<file path="config.mk">
export PLATFORM = sky130hd
export DESIGN_NAME = core_seq_ctrl
export DESIGN_NICKNAME = d
export VERILOG_FILES = /design/src/rtl/core_seq_ctrl_pkg.sv /design/src/rtl/seq_wait_cnt.sv /design/src/rtl/core_seq_ctrl.sv
export SDC_FILE = /design/constraint.sdc
export NUM_CORES = 1
export LEC_CHECK = 0
export ABC_AREA = 1
export CORE_ASPECT_RATIO = 1.1
export CORE_UTILIZATION = 43
export CTS_BUF_LIST = sky130_fd_sc_hd__clkbuf_8
export DETAILED_ROUTE_END_ITERATION = 10
export HOLD_SLACK_MARGIN = 0.08
export PLACE_DENSITY = 0.85
export SLEW_MARGIN = 10
export SYNTH_ARGS = -nofsm -noshare
export SYNTH_HDL_FRONTEND = slang
export SYNTH_SLANG_ARGS = --single-unit
export TNS_END_PERCENT = 50
</file>
<file path="constraint.sdc">
create_clock -name clk -period 1.35 [get_ports clk]
set_input_delay 0.135 -clock clk [delete_from_list [all_inputs] [get_ports clk]]
set_output_delay 0.135 -clock clk [all_outputs]
set_load 0.005 [all_outputs]
</file>
<file path="src/rtl/core_seq_ctrl_pkg.sv">
// Shared definitions for the core_seq_ctrl instruction sequencer.
//   SEQ_STATE_WIDTH : width of the sequencer state / debug state port
//   SEQ_TIMEOUT_CYC : default handshake watchdog limit in cycles
//   seq_state_e     : sequencer state encoding, also exported on state_o
package core_seq_ctrl_pkg;

    localparam int unsigned SEQ_STATE_WIDTH = 3;
    localparam int unsigned SEQ_TIMEOUT_CYC = 255;

    typedef enum logic [SEQ_STATE_WIDTH-1:0] {
        SEQ_IDLE   = 3'd0,
        SEQ_FETCH  = 3'd1,
        SEQ_DECODE = 3'd2,
        SEQ_EXEC   = 3'd3,
        SEQ_MEM    = 3'd4,
        SEQ_WB     = 3'd5,
        SEQ_HALT   = 3'd6,
        SEQ_TRAP   = 3'd7
    } seq_state_e;

endpackage

</file>
<file path="src/rtl/seq_wait_cnt.sv">
// Handshake wait counter shared by FETCH, EXEC (multi-cycle op) and MEM.
// Ports:
//   clk, rst : core clock, synchronous active-high reset
//   clr      : clear the count (takes priority over en)
//   en       : count up by one this cycle
//   timeout  : count has reached LIMIT
// CNT_W must satisfy 2^CNT_W > LIMIT; the owner leaves the wait state at LIMIT,
// so the count never wraps.
module seq_wait_cnt
    import core_seq_ctrl_pkg::*;
#(
    parameter int unsigned CNT_W = 8,
    parameter int unsigned LIMIT = SEQ_TIMEOUT_CYC
) (
    input  logic clk,
    input  logic rst,
    input  logic clr,
    input  logic en,
    output logic timeout
);

    logic [CNT_W-1:0] cnt_q, cnt_d;

    always_comb begin
        cnt_d = cnt_q;
        if (clr) begin
            cnt_d = '0;
        end else if (en) begin
            cnt_d = cnt_q + 1'b1;
        end
    end

    always_ff @(posedge clk) begin
        if (rst) begin
            cnt_q <= '0;
        end else begin
            cnt_q <= cnt_d;
        end
    end

    assign timeout = (cnt_q == CNT_W'(LIMIT));

endmodule

</file>
<file path="src/rtl/core_seq_ctrl.sv">
// Multi-cycle instruction sequencer: steps each instruction through
// FETCH -> DECODE -> EXEC -> MEM -> WB and gates the IFU, LSU, multi-cycle ALU
// and register-file enables. Handles ebreak halt, unknown-instruction trap and
// a handshake watchdog.
// Ports:
//   clk, rst            : core clock, synchronous active-high reset
//   ifu_req / ifu_ack   : instruction fetch request (level) / fetch data valid
//   inst_latch_en       : pulse, capture instruction register
//   dec_*               : decoder flags, stable from DECODE through WB
//   mdu_start/mdu_done  : multi-cycle ALU start pulse / result valid
//   lsu_req/lsu_we/ack  : data memory request (level), write qualifier, complete
//   rf_wen, pc_wen      : register-file write / PC update pulses (WB)
//   retire              : instruction retired pulse
//   halted, trap        : sticky status levels
//   state_o             : current state for debug/difftest
// Optional build macro CORE_SEQ_PERF_EN adds perf_cycle, perf_instret (64-bit,
// wrapping) and perf_stall (32-bit, saturating wait-cycle count).
module core_seq_ctrl
    import core_seq_ctrl_pkg::*;
#(
    parameter int unsigned TIMEOUT_CYC = SEQ_TIMEOUT_CYC,
    parameter int unsigned CNT_W       = 8
) (
    input  logic                       clk,
    input  logic                       rst,
    output logic                       ifu_req,
    input  logic                       ifu_ack,
    output logic                       inst_latch_en,
    input  logic                       dec_reg_wen,
    input  logic                       dec_is_load,
    input  logic                       dec_is_store,
    input  logic                       dec_is_mdu,
    input  logic                       dec_ebreak,
    input  logic                       dec_unknown,
    output logic                       mdu_start,
    input  logic                       mdu_done,
    output logic                       lsu_req,
    output logic                       lsu_we,
    input  logic                       lsu_ack,
    output logic                       rf_wen,
    output logic                       pc_wen,
    output logic                       retire,
    output logic                       halted,
    output logic                       trap,
    output logic [SEQ_STATE_WIDTH-1:0] state_o
`ifdef CORE_SEQ_PERF_EN
    ,
    output logic [63:0]                perf_cycle,
    output logic [63:0]                perf_instret,
    output logic [31:0]                perf_stall
`endif
);

    seq_state_e state_q, state_d;
    logic       wait_en;
    logic       wait_clr;
    logic       wait_timeout;

    always_ff @(posedge clk) begin
        if (rst) begin
            state_q <= SEQ_IDLE;
        end else begin
            state_q <= state_d;
        end
    end

    always_comb begin
        state_d       = state_q;
        ifu_req       = 1'b0;
        inst_latch_en = 1'b0;
        mdu_start     = 1'b0;
        lsu_req       = 1'b0;
        lsu_we        = 1'b0;
        rf_wen        = 1'b0;
        pc_wen        = 1'b0;
        retire        = 1'b0;
        halted        = 1'b0;
        trap          = 1'b0;
        wait_en       = 1'b0;
        case (state_q)
            SEQ_IDLE: state_d = SEQ_FETCH;
            SEQ_FETCH: begin
                ifu_req = 1'b1;
                wait_en = 1'b1;
                // An ack in the timeout cycle still wins.
                if (ifu_ack) begin
                    inst_latch_en = 1'b1;
                    state_d       = SEQ_DECODE;
                end else if (wait_timeout) begin
                    state_d = SEQ_TRAP;
                end
            end
            SEQ_DECODE: begin
                if (dec_unknown) begin
                    state_d = SEQ_TRAP;
                end else if (dec_ebreak) begin
                    state_d = SEQ_HALT;
                end else begin
                    mdu_start = dec_is_mdu;
                    state_d   = SEQ_EXEC;
                end
            end
            SEQ_EXEC: begin
                if (!dec_is_mdu || mdu_done) begin
                    state_d = (dec_is_load || dec_is_store) ? SEQ_MEM : SEQ_WB;
                end else begin
                    wait_en = 1'b1;
                    if (wait_timeout) begin
                        state_d = SEQ_TRAP;
                    end
                end
            end
            SEQ_MEM: begin
                lsu_req = 1'b1;
                lsu_we  = dec_is_store;
                wait_en = 1'b1;
                if (lsu_ack) begin
                    state_d = SEQ_WB;
                end else if (wait_timeout) begin
                    state_d = SEQ_TRAP;
                end
            end
            SEQ_WB: begin
                // The decoder raises reg_wen for stores too; suppress it here.
                rf_wen  = dec_reg_wen && !dec_is_store;
                pc_wen  = 1'b1;
                retire  = 1'b1;
                state_d = SEQ_FETCH;
            end
            SEQ_HALT: halted = 1'b1;
            SEQ_TRAP: trap = 1'b1;
            default:  state_d = SEQ_TRAP;
        endcase
    end

    // Every state change restarts the watchdog.
    assign wait_clr = (state_d != state_q);

    seq_wait_cnt #(
        .CNT_W (CNT_W),
        .LIMIT (TIMEOUT_CYC)
    ) u_wait_cnt (
        .clk     (clk),
        .rst     (rst),
        .clr     (wait_clr),
        .en      (wait_en),
        .timeout (wait_timeout)
    );

    assign state_o = state_q;

`ifdef CORE_SEQ_PERF_EN
    logic        stall;
    logic        active;
    logic [63:0] perf_cycle_q;
    logic [63:0] perf_instret_q;
    logic [31:0] perf_stall_q;

    assign active = (state_q != SEQ_IDLE) && (state_q != SEQ_HALT) && (state_q != SEQ_TRAP);
    assign stall  = ((state_q == SEQ_FETCH) && !ifu_ack) ||
                    ((state_q == SEQ_EXEC) && dec_is_mdu && !mdu_done) ||
                    ((state_q == SEQ_MEM) && !lsu_ack);

    always_ff @(posedge clk) begin
        if (rst) begin
            perf_cycle_q   <= '0;
            perf_instret_q <= '0;
            perf_stall_q   <= '0;
        end else begin
            if (active) begin
                perf_cycle_q <= perf_cycle_q + 64'd1;
            end
            if (retire) begin
                perf_instret_q <= perf_instret_q + 64'd1;
            end
            if (stall && (perf_stall_q != '1)) begin
                perf_stall_q <= perf_stall_q + 32'd1;
            end
        end
    end

    assign perf_cycle   = perf_cycle_q;
    assign perf_instret = perf_instret_q;
    assign perf_stall   = perf_stall_q;
`endif

endmodule
</file>
==> metrics.cfg <==
[routing]
drt_wl_total_mm = 2.356
viasPerCell = 4.984
drt-pass1-iter-count = 4
postRouteAntennaNets = 0
vias = 962
drtIter0Drc = 24
wire_per_inst_um = 12.21
drc_errors = 0

[setup_path]
r2r-end = u_wait_cnt.cnt_q[0]
crit_arrival_ns = 1.59
cp-start-kind = flop
reg2reg_depth = 7
cp_max_fo = 8
end_kind = flop
path_class = flop to flop
r2r_slack_ns = -0.08
cp.required_ns = 1.51
rr_startpoint = state_o[2]

[floorplan]
rows = 16
coreArea_um2 = 1762
initial_core_util = 0.4567
top_level_ports = 24
die_area_um2 = 2048
fp.dieH_um = 47.37
die_x_um = 43.24

[power_and_ir_drop]
power_frac_comb = 0.389
p_clk_frac = 0.276
switchingPower_uw = 382.6
leakage_uw = 0.0006522
max-vdd-ir-drop_v = 0.0006321
swShare = 0.3333
powerDensity_nw_per_um2 = 876.3
p_int_uw = 765.3
pwr-share-seq = 0.335

[logic_synthesis]
synth_top_area_share = 0.2737
synth-seq-cells = 11
avgSynthCellArea_um2 = 6.237
synth_xor_area_frac = 0.05443
synth_warnings = 0
synthAdderAreaFrac = 0.01555
synthSimpleGateAreaFrac = 0.4712
syn_inst = 129
synth_mux_area_frac = 0.01244
synth_top_family_by_area = simple AND/OR/NAND/NOR gates
syn-num-nets = 141
yosysSeqAreaShare = 0.2737
synth_compound_area_frac = 0.06065
synth.distinct_cells = 24
synth_area_leaders = dfxtp_1, nand2_1, nor2_1
synth.cell_area_um2 = 804.5
yosysTopAreaCell = dfxtp_1

[clocking]
clkTransAtPathRegs_ns = 0.05
htreeDepth = 1
cts_buffers = 3
insertion_delay_ns = 0.23
cts_root_buf = clkbuf_8
cts.path.max_buffers = 2
cts-hold-fix-buffers = 0
cts_tree = done
cts_sinks = 11

[grt]
gr-total-overflow = 0
grt_pass1_wl_mm = 3.684
antenna_found_initial = 0
grt_pass1_vias = 886
grt_max_degree = 9
grt_usage = 0.2450

[placement]
place_area_um2 = 1184
place_congestion = 0.8820
place_worst_setup_slack_ns = -0.2453
io_buffers = 23
hpwl_mm = 1.828

[sta]
setup_tns_ns = -0.5343
setup_violations = 8
holdWs_ns = 0.5729
slew_headroom = 0.8285
finalCriticalPeriod_ns = 1.429
slew_violations = 0
fin_ws_ns = -0.07899
max_freq_mhz = 699.8
worst_pin_slew_ns = 0.2552
period_share = 1.059
final_hold_viol_count = 0
rsz0062_at_grt = yes
skew_ns = 0.001746

[layout]
drive_gt1_frac = 0.3371
fin_nets = 188
fill_cells = 152
syn_to_final_growth_pct = 62.83
diodes = 0
design_area_um2 = 1310
utilization = 0.7436

[job]
max-cap-violations = 0

[min_path]
worstHoldStart = rst
whs_path_depth = 3
min_path_type = primary input to flop
holdPathEnd = state_o[2]

[status]
status = finished with violations
violations = setup timing

==> through the flow <==
| step | total power (uW) | std cells |
|---|---|---|
| floorplan | 588.3 | 129 |
| global placement | 781.2 | 187 |
| detailed placement | 794.8 | 187 |
| CTS | 1116 | 191 |
| global route | 1232 | 193 |
| finish | 1148 | 193 |
==> power by group through the flow <==
stage	Combinational [uW]	Sequential, uW	Clock (uW)
after global placement	405	376	0
after floorplan	219	369	0
after detailed placement	418	377	0
after global routing	492	388	352
final	447	385	316
after CTS	416	381	320
==> cell type report <==
type	count	area, um2	share of cell area
Multi-Input combinational cell	97	564.3	0.4308
Timing Repair Buffer	44	370.4	0.2827
Sequential cell	11	234.0	0.1786
Inverter	19	73.82	0.05635
Clock buffer	3	41.29	0.03152
Tap cell	18	22.52	0.01719
Clock inverter	1	3.754	0.002865
==> cells in the mapped netlist <==
library cell  count
mux2i_1           1
buf_4             1
xor2_1            5
ha_1              1
or2_1             1
nand4_4           1
nand3_2           2
nand3_1           3
a21oi_2           1
nand2_2           2
nor2_2            3
nor2_1           26
inv_1            16
nand3b_1          2
o21ai_0           1
nand2_4           1
nand2_1          34
inv_2             3
dfxtp_1          11
o21ai_1           1
nor3_1            3
a21oi_1           6
nand4_1           3
buf_6             1
==> kinds of logic after synthesis <==
kind of cell	count (synthesis)
buffers and inverters	21
AOI/OAI and AO/OA	9
muxes	1
DFF	11
xor gates and xnor gates	5
adders and majority gates	1
and+or+nand+nor	81
==> what timing repair did <==
| action | in CTS | in global routing |
|---|---|---|
| buffers inserted | 0 | 2 |
| gates resized for setup | 29 | 14 |
| endpoints found under the setup margin | 21 | 13 |
| pin swaps | 1 | 1 |
==> per-layer routing <==
layer | track usage | part of all wire | up-vias
li1 | - | - | 491
met1 | 0.2608 | 0.38 | 435
met2 | 0.4806 | 0.57 | 34
met3 | 0.06154 | 0.045 | 2
met4 | 0.07273 | 0.0042 | 0
met5 | 0 | 0 | -
==> flip-flops by register name, indices dropped and copies added, names as in the netlist <==
| name | count |
|---|---|
| state_o | 3 |
| u_wait_cnt.cnt_q | 8 |
==> cell usage in the layout (no fill, tap or decap), drive strengths merged <==
cell	n
a21oi	7
buf	21
clkbuf	5
clkdlybuf4s50	12
dfxtp	11
dlygate4sd2	8
dlymetal6s2s	1
ha	1
inv	20
mux2i	1
nand2	37
nand3	5
nand3b	2
nand4	4
nor2	29
nor3	3
o21ai	2
or2	1
xor2	5
==> critical path, cell delays in order, from the launching register on <==
cell	delay (ns)
dfxtp_4	0.42
inv_4	0.07
buf_4	0.13
nor3_1	0.21
a21oi_2	0.11
nand3_2	0.09
nand4_4	0.19
nor2_2	0.14
==> how the worst max path moves through the flow <==
stage / startpoint / slack [ns] / end / cells past startpoint
after floorplan: state_o[0] / 0.004 / u_wait_cnt.cnt_q[3] / 9
after global placement: mdu_done / -0.14 / u_wait_cnt.cnt_q[5] / 11
after detailed placement: dec_is_mdu / -0.25 / u_wait_cnt.cnt_q[0] / 9
after CTS: state_o[0] / -0.16 / lsu_req / 4
after global routing: state_o[0] / -0.19 / u_wait_cnt.cnt_q[6] / 8
final: state_o[2] / -0.08 / u_wait_cnt.cnt_q[0] / 7
Power figures use the tool's default switching activity.
